**src/rtl/bcd_seq_ctrl_pkg.sv**
```systemverilog
// bcd_pkg: state encoding and add-3 constants shared by the BCD sequencer.
package bcd_pkg;
  typedef enum logic [1:0] {IDLE = 2'd0, SHIFT = 2'd1, DONE = 2'd2} state_e;
  localparam int DIGIT_W = 4;
  localparam logic [3:0] ADD3_THRESH = 4'd5;
  localparam logic [3:0] ADD3_VAL = 4'd3;
endpackage

```
**src/rtl/bcd_seq_ctrl_if.sv**
```systemverilog
// bcd_seq_ctrl_if: start/ready/done handshake and result bus of the BCD sequencer.
// Optional blank flags present when BCD_SEQ_BLANK_EN is defined.
interface bcd_seq_ctrl_if import bcd_pkg::*; #(parameter int WIDTH = 8, parameter int DIGITS = 3);
  logic start;
  logic [WIDTH-1:0] bin_in;
  logic ready;
  logic busy;
  logic done;
  logic [DIGIT_W*DIGITS-1:0] bcd_out;
`ifdef BCD_SEQ_BLANK_EN
  logic [DIGITS-1:0] blank;
  modport master (output start, bin_in, input ready, busy, done, bcd_out, blank);
  modport slave (input start, bin_in, output ready, busy, done, bcd_out, blank);
`else
  modport master (output start, bin_in, input ready, busy, done, bcd_out);
  modport slave (input start, bin_in, output ready, busy, done, bcd_out);
`endif
endinterface

```
**src/rtl/bcd_seq_ctrl_add3.sv**
```systemverilog
// bcd_add3: double-dabble digit correction, adds 3 to digits of 5 or more.
module bcd_add3 import bcd_pkg::*; (
  input  logic [DIGIT_W-1:0] d_i,
  output logic [DIGIT_W-1:0] d_o
);
  assign d_o = (d_i >= ADD3_THRESH) ? d_i + ADD3_VAL : d_i;
endmodule

```
**src/rtl/bcd_seq_ctrl.sv**
```systemverilog
// bcd_seq_ctrl: iterative binary-to-BCD converter, one double-dabble shift per clock.
// Optional BCD_SEQ_BLANK_EN adds leading-zero blank flags registered with bcd_out.
module bcd_seq_ctrl import bcd_pkg::*; #(
  parameter int WIDTH = 8,
  parameter int DIGITS = 3
) (
  input logic clk,
  input logic rst_n,
  bcd_seq_ctrl_if.slave bus
);
  localparam int CNT_W = $clog2(WIDTH);
  localparam int BCD_W = DIGIT_W * DIGITS;
  state_e state_q;
  logic [WIDTH-1:0] bin_q;
  logic [BCD_W-1:0] scratch_q, corr, scratch_d, bcd_q;
  logic [CNT_W-1:0] cnt_q;
  logic last;
  for (genvar i = 0; i < DIGITS; i++) begin : g_add3
    bcd_add3 u_add3 (.d_i(scratch_q[DIGIT_W*i +: DIGIT_W]), .d_o(corr[DIGIT_W*i +: DIGIT_W]));
  end
  assign scratch_d = {corr[BCD_W-2:0], bin_q[WIDTH-1]};
  assign last = cnt_q == CNT_W'(WIDTH - 1);
`ifdef BCD_SEQ_BLANK_EN
  logic [DIGITS-1:0] blank_q, blank_d;
  logic z;
  always_comb begin
    z = 1'b1;
    blank_d = '0;
    for (int i = DIGITS - 1; i >= 1; i--) begin
      z = z & (scratch_d[DIGIT_W*i +: DIGIT_W] == '0);
      blank_d[i] = z;
    end
  end
  assign bus.blank = blank_q;
`endif
  // the result is captured on the final shift so it is valid during DONE
  always_ff @(posedge clk or negedge rst_n) begin
    if (!rst_n) begin
      state_q <= IDLE;
      bin_q <= '0;
      scratch_q <= '0;
      cnt_q <= '0;
      bcd_q <= '0;
`ifdef BCD_SEQ_BLANK_EN
      blank_q <= '0;
`endif
    end else begin
      case (state_q)
        IDLE: if (bus.start) begin
          bin_q <= bus.bin_in;
          scratch_q <= '0;
          cnt_q <= '0;
          state_q <= SHIFT;
        end
        SHIFT: begin
          bin_q <= bin_q << 1;
          scratch_q <= scratch_d;
          cnt_q <= cnt_q + 1'b1;
          if (last) begin
            state_q <= DONE;
            bcd_q <= scratch_d;
`ifdef BCD_SEQ_BLANK_EN
            blank_q <= blank_d;
`endif
          end
        end
        default: state_q <= IDLE;
      endcase
    end
  end
  assign bus.ready = state_q == IDLE;
  assign bus.busy = state_q == SHIFT;
  assign bus.done = state_q == DONE;
  assign bus.bcd_out = bcd_q;
endmodule

```
**src/flat_wrapper.sv**
```systemverilog
// flat-port wrapper written by rule: the top's interface ports become plain ports
module bcd_seq_ctrl_flat import bcd_pkg::*;
#(
  parameter int WIDTH = 8,
  parameter int DIGITS = 3
)
  (clk, rst_n, bus_start, bus_bin_in, bus_ready, bus_busy, bus_done, bus_bcd_out);
  bcd_seq_ctrl_if #(.WIDTH(WIDTH), .DIGITS(DIGITS)) bus_i ();
  input logic clk;
  input logic rst_n;
  input wire logic [$bits(bus_i.start)-1:0] bus_start;
  input wire logic [$bits(bus_i.bin_in)-1:0] bus_bin_in;
  output wire logic [$bits(bus_i.ready)-1:0] bus_ready;
  output wire logic [$bits(bus_i.busy)-1:0] bus_busy;
  output wire logic [$bits(bus_i.done)-1:0] bus_done;
  output wire logic [$bits(bus_i.bcd_out)-1:0] bus_bcd_out;
  assign bus_i.start = bus_start;
  assign bus_i.bin_in = bus_bin_in;
  assign bus_ready = bus_i.ready;
  assign bus_busy = bus_i.busy;
  assign bus_done = bus_i.done;
  assign bus_bcd_out = bus_i.bcd_out;
  bcd_seq_ctrl #(.WIDTH(WIDTH), .DIGITS(DIGITS)) u_core (.clk(clk), .rst_n(rst_n), .bus(bus_i));
endmodule
```
**config.mk**
```make
export PLATFORM = sky130hd
export DESIGN_NAME = bcd_seq_ctrl_flat
export DESIGN_NICKNAME = d
export VERILOG_FILES = /design/src/rtl/bcd_seq_ctrl_pkg.sv /design/src/rtl/bcd_seq_ctrl_if.sv /design/src/rtl/bcd_seq_ctrl_add3.sv /design/src/rtl/bcd_seq_ctrl.sv /design/src/flat_wrapper.sv
export SDC_FILE = /design/constraint.sdc
export NUM_CORES = 1
export LEC_CHECK = 0
export ABC_AREA = 1
export CAP_MARGIN = 20
export CORE_ASPECT_RATIO = 0.9
export CORE_MARGIN = 4
export CORE_UTILIZATION = 50
export CTS_BUF_LIST = sky130_fd_sc_hd__clkbuf_4
export DETAILED_ROUTE_END_ITERATION = 16
export GPL_TIMING_DRIVEN = 0
export PLACE_DENSITY = 0.74
export SLEW_MARGIN = 25
export SYNTH_ARGS = -nofsm -noshare
export SYNTH_HDL_FRONTEND = slang
export SYNTH_SLANG_ARGS = --single-unit
```
**constraint.sdc**
```tcl
create_clock -name clk -period 2.4 [get_ports clk]
set_clock_uncertainty 0.05 [all_clocks]
set_input_delay 0.72 -clock clk [delete_from_list [all_inputs] [get_ports clk]]
set_output_delay 0.72 -clock clk [all_outputs]
set_load 0.02 [all_outputs]
```
==> flow_metrics.tcl, run 1 <==
set metrics [dict create \
    outcome "completed" \
    die_w_um 71.2 \
    path_clk_slew_ps 100 \
    design.die.area_mm2 0.00462 \
    syn_to_final_growth_pct 20.3 \
    path_class "register to output pin" \
    synth_top_cell_by_area "dfrtp_1" \
    crit_path_max_fanout 3 \
    crit_start "u_core.state_q[1]$_DFFE_PN0P_" \
    cap_violations 0 \
    crit_path_end "bus_done" \
    seqPwrFrac_pct 37.7 \
    cts_max_level 2 \
    grt_pass1_vias 1452 \
    peakVddDrop_mv 0.646 \
    pre_cts_ws_ps 170 \
    required_ps 1630 \
    synthTopCellsByArea "dfrtp_1 51%, nand2_1 15%, nand3_1 6.4%" \
    dr.first_iter.drc_count 103 \
    cts.sinks 37 \
    clkPwrFrac_pct 10.2 \
    p_leak_nw 1.11 \
    ctsHoldBuffers 0 \
    cts_tree "done" \
    io_pins 26 \
    hold_viol 0 \
    yosysSeqAreaShare_pct 51.5 \
    r2r_setup_slack_ps 910 \
    cts_root_buf "clkbuf_4" \
    min_period_ps 2300 \
    crit-reg2reg-launch "u_core.cnt_q[0]$_DFFE_PN0P_" \
    worstMarginPinSlew_ps 289 \
    core_area_mm2 0.00343 \
    wl_per_cell_um 12.6 \
    antenna_found_initial 0 \
    synthesis.area_mm2 0.00180 \
    finalHoldWorstSlack_ps 196 \
    rr_endpoint "u_core.bus.bcd_out[2]$_DFFE_PN0P_" \
    syn_nets 234 \
    vias 1481 \
    grt_max_degree 27 \
    setup-tns-final_ps 0 \
    grt_overflow 0 \
    intPower_mw 1.62 \
    clock_latency_ps 340 \
    wl_mm 3.66 \
    portBuffers 25 \
    cts_buffer_depth 2 \
    cts_buffers 5 \
    nets 267 \
    p_sw_mw 1.27 \
    power_density_mw_per_mm2 1340 \
    setup_ws_ps 95.8 \
    syn_area_per_cell_um2 8.36 \
    place.gp.congestion 0.910 \
    maxSlewViolCount 0 \
    hold_class "input pin to asynchronous set/reset pin" \
    dpl.hpwl_mm 2.64 \
    switching_share_pct 44.0 \
    grtUsageTotal_pct 18.0 \
    netlist.area_leader.share_pct 51.5 \
    rows 20 \
    reg2reg_depth 6 \
    die_y_um 64.9 \
    drcViolationCount 0 \
    vias_per_cell 5.09 \
    ys_warn_count 0 \
    drive_above_1_share_pct 9.72 \
    n_antenna_cell 0 \
    synth_seq_cells 37 \
    slew_headroom_pct 80.8 \
    rsz0062_at_grt "false" \
    fillerInstances 314 \
    fmax_mhz 434 \
    grt_pass1_wl_mm 6.53 \
    synth_cell_type_count 20 \
    start_kind "register" \
    drt.antenna.violating_nets 0 \
    cp.arrival_ps 1530 \
    finalCritPeriodShare_pct 96.0 \
    setup_viol 0 \
    firstDrtPassIters 6 \
    syn_inst 215 \
    initial_core_util_pct 52.4 \
    endpoint_kind "output pin" \
    comb_power_share_pct 52.1 \
    post_cts_buffers 0 \
]
## Yosys cell counts, drive strengths merged
library cell	n
a21oi	3
buf	6
dfrtp	37
ha	8
inv	18
nand2	78
nand3	23
nand4	4
nor2	13
o21ai	20
o22ai	5
## final cells by class
| class | instances | area, um2 | share of cell area (%) |
|---|---|---|---|
| Buffer | 6 | 47.5 | 2.20 |
| Tap cell | 44 | 55.1 | 2.54 |
| Multi-Input combinational cell | 154 | 754 | 34.9 |
| Clock inverter | 1 | 5.00 | 0.231 |
| Inverter | 18 | 70.1 | 3.24 |
| Sequential cell | 37 | 926 | 42.8 |
| Clock buffer | 5 | 37.5 | 1.74 |
| Timing Repair Buffer | 26 | 268 | 12.4 |
## cell usage in the layout, fill, tap and decap left out
cell type        count
a21oi_1              3
buf_12               1
buf_2                3
buf_4                2
buf_6                2
clkbuf_4             5
clkdlybuf4s15_1      1
clkdlybuf4s50_1     22
clkinv_2             1
dfrtp_1             37
dlymetal6s2s_1       1
ha_1                 8
inv_1               14
inv_2                3
inv_4                1
nand2_1             74
nand2_2              3
nand2_4              1
nand3_1             23
nand4_1              4
nor2_1              12
nor2_4               1
o21ai_0             10
o21ai_1              9
o21ai_2              1
o22ai_1              5
## worst min-delay path by stage
stage | startpoint | slack, ps | to
global route | rst_n | 210 | u_core.scratch_q[7]$_DFFE_PN0P_
detailed placement | u_core.bus.bcd_out[4]$_DFFE_PN0P_ | 420 | u_core.bus.bcd_out[4]$_DFFE_PN0P_
finish | rst_n | 200 | u_core.bus.bcd_out[1]$_DFFE_PN0P_
floorplan | rst_n | 370 | u_core.bin_q[0]$_DFFE_PN0P_
CTS | rst_n | 210 | u_core.bus.bcd_out[1]$_DFFE_PN0P_
global placement | u_core.cnt_q[1]$_DFFE_PN0P_ | 410 | u_core.cnt_q[1]$_DFFE_PN0P_
## routing by layer
layer  track usage (%)  vias to the layer above  wire (um)
met5                 0                        -          0
met3              4.34                        5        159
li1                  -                      760          -
met2              27.9                       27       1690
met1              24.8                      689       1770
met4              5.40                        0         34
## critical path, cell delays in order (launching register included)
cell	delay, ps
dfrtp_1	440
inv_2	70
nor2_1	90
clkdlybuf4s50_1	610
## per-stage QoR
step,std cells,power [mW],instance area [um2],util (%)
after floorplan,215,2.13,1800,-
after global placement,284,2.57,2100,61.4
after detailed placement,285,2.62,2120,61.8
after CTS,291,2.91,2160,63.0
after global routing,291,3.17,2160,63.1
final,291,2.89,2160,63.1
## state kept, by name, indices dropped and copies added (netlist names)
name / flops
u_core.bus.bcd_out: 12
u_core.scratch_q: 12
u_core.bin_q: 8
u_core.cnt_q: 3
u_core.state_q: 2
## power by group through the flow
stage	clock network, mW	logic (mW)	registers, mW
after floorplan	0	0.948	1.18
after detailed placement	0	1.52	1.10
after global placement	0	1.48	1.09
after global routing	0.332	1.71	1.13
final	0.294	1.51	1.09
after CTS	0.302	1.52	1.09
## logic make-up after synthesis
family | after synthesis | synth area share (%)
buffers and inverters | 24 | 6.54
AND/OR/NAND/NOR | 118 | 28.0
adder cells (fa/ha/maj) | 8 | 5.57
flip-flops | 37 | 51.5
AO/OA/AOI/OAI | 28 | 8.35
## repair_timing
action,4_1_cts,5_1_grt
endpoints found under the setup margin,1,2
cloned,0,0
pin swaps,0,0
gates resized for setup,1,2
Power figures use the tool's default switching activity.
==> run 2, diff against run 1 <==
==> constraint.sdc (replaced) <==
create_clock -name clk -period 2.5 [get_ports clk]
set_clock_uncertainty 0.05 [all_clocks]
set_input_delay 0.75 -clock clk [delete_from_list [all_inputs] [get_ports clk]]
set_output_delay 0.75 -clock clk [all_outputs]
set_load 0.02 [all_outputs]
==> run 2 against run 1 <==
  * Final area shrank 0.17%
  * Die area is the same
  * Wire length is essentially flat
  * Via count grew 0.27%
  * Register-to-register slack gained 100 ps
  * Worst setup slack gained 53 ps
==> flow_metrics.tcl, run 2 (synthesis gave the netlist of run 1 again) <==
set metrics [dict create \
    pre_cts_ws_ps 240 \
    final_cell_mix "74 x nand2_1, 37 x dfrtp_1, 23 x nand3_1, 23 x clkdlybuf4s50_1, 14 x inv_1" \
    n_antenna_cell 0 \
    io_pins 26 \
    grt_max_degree 27 \
    instances_no_fill 291 \
    setup_viol 0 \
    nets 267 \
    slew_headroom_pct 80.8 \
    hold_viol 0 \
    peakVddDrop_mv 0.627 \
    cts_buffers 5 \
    finalHoldWorstSlack_ps 232 \
    drive_above_1_share_pct 9.72 \
    antenna_found_initial 0 \
    switching_share_pct 44.0 \
    cts.sinks 37 \
    wl_mm 3.65 \
    setup-tns-final_ps 0 \
    rsz0062_at_grt "false" \
    drt.antenna.violating_nets 0 \
    seqPwrFrac_pct 37.7 \
    intPower_mw 1.55 \
    dpl.hpwl_mm 2.64 \
    power_density_mw_per_mm2 1280 \
    multi_input_area_um2 754 \
    crit_path_max_fanout 5 \
    max_stage_delay_ps 620 \
    place.gp.congestion 0.910 \
    clkPwrFrac_pct 10.2 \
    final_common_cell "nand2_1" \
    cts_root_buf "clkbuf_4" \
    grtUsageTotal_pct 18.0 \
    required_ps 1700 \
    die_y_um 64.9 \
    final_area_mm2 0.00216 \
    ctsResizeCount 1 \
    final_util_pct 63.0 \
    p_sw_mw 1.22 \
    wl_per_cell_um 12.6 \
    rows 20 \
    path_class "register to output pin" \
    drcViolationCount 0 \
    outcome "completed" \
    fmax_mhz 425 \
    ctsHoldBuffers 0 \
    cts_max_level 2 \
    design.die.area_mm2 0.00462 \
    grt_overflow 0 \
    portBuffers 25 \
    fillerInstances 317 \
    place_area_mm2 0.00212 \
    cap_violations 0 \
    comb_power_share_pct 52.1 \
    clock_latency_ps 340 \
    vias 1485 \
    maxSlewViolCount 0 \
    total_power_mw 2.77 \
    grt_pass1_wl_mm 6.53 \
    seqCellArea_um2 926 \
    cts_tree "done" \
    min_period_ps 2350 \
    setup_ws_ps 148 \
    firstDrtPassIters 4 \
    worstMarginPinSlew_ps 288 \
    finalCritPeriodShare_pct 94.1 \
    p_leak_nw 1.10 \
    hold_class "input pin to asynchronous set/reset pin" \
    vias_per_cell 5.10 \
    cp.arrival_ps 1550 \
    crit_path_cell_trace "nor2_1, clkdlybuf4s50_1" \
    grt_pass1_vias 1452 \
    dp_cells 285 \
    start_kind "register" \
    cts_buffer_depth 2 \
    endpoint_kind "output pin" \
    syn_to_final_growth_pct 20.1 \
    post_cts_buffers 0 \
    path_clk_slew_ps 100 \
    die_w_um 71.2 \
    dr.first_iter.drc_count 127 \
    core_area_mm2 0.00343 \
    initial_core_util_pct 52.4 \
    slowest_stage "clkdlybuf4s50_1" \
]
[run 2: changes by cell type in the layout (fill, tap and decap cells not counted)]
| cell | delta |
|---|---|
| dlygate4sd2_1 | +1 |
| clkdlybuf4s15_1 | -1 |
| clkdlybuf4s50_1 | +1 |
| dlymetal6s2s_1 | -1 |
[run 2: cell type report]
class	count	share of cell area [%]
Buffer	6	2.20
Tap cell	44	2.55
Inverter	18	3.24
Timing Repair Buffer	26	12.2
Multi-Input combinational cell	154	34.9
Clock inverter	1	0.232
Clock buffer	5	1.74
Sequential cell	37	42.9
[run 2: final timing paths]
path | slack, ps | end | cells past startpoint | from
max in group asynchronous | 1750 | u_core.scratch_q[8]$_DFFE_PN0P_ | 2 | rst_n
worst max-delay path | 150 | bus_ready | 2 | u_core.state_q[0]$_DFFE_PN0P_
min in group clk | 440 | u_core.bus.bcd_out[4]$_DFFE_PN0P_ | 2 | u_core.bus.bcd_out[4]$_DFFE_PN0P_
worst min register to register | 440 | u_core.bus.bcd_out[4]$_DFFE_PN0P_ | 2 | u_core.bus.bcd_out[4]$_DFFE_PN0P_
worst max register to register | 1010 | u_core.bus.bcd_out[2]$_DFFE_PN0P_ | 6 | u_core.cnt_q[0]$_DFFE_PN0P_
worst min-delay path | 230 | u_core.bus.bcd_out[1]$_DFFE_PN0P_ | 1 | rst_n
[run 2: worst max-delay path: cells and delay by family, from the launching register on]
| family | cells | cell delay (ps) |
|---|---|---|
| buf+inv | 1 | 620 |
| flops | 1 | 450 |
| simple gates | 1 | 160 |
[run 2: per-layer routing]
metal,wire (um),track usage [%]
met1,1790,24.8
met2,1660,27.9
met3,153,4.34
met4,47,5.40
met5,0,0
[run 2: power by group through the flow]
| stage | clock [mW] | combinational (mW) | sequential [mW] |
|---|---|---|---|
| finish | 0.284 | 1.44 | 1.05 |
| global route | 0.319 | 1.64 | 1.09 |
| CTS | 0.289 | 1.46 | 1.04 |
| detailed placement | 0 | 1.46 | 1.05 |
| global placement | 0 | 1.42 | 1.05 |
| floorplan | 0 | 0.910 | 1.13 |
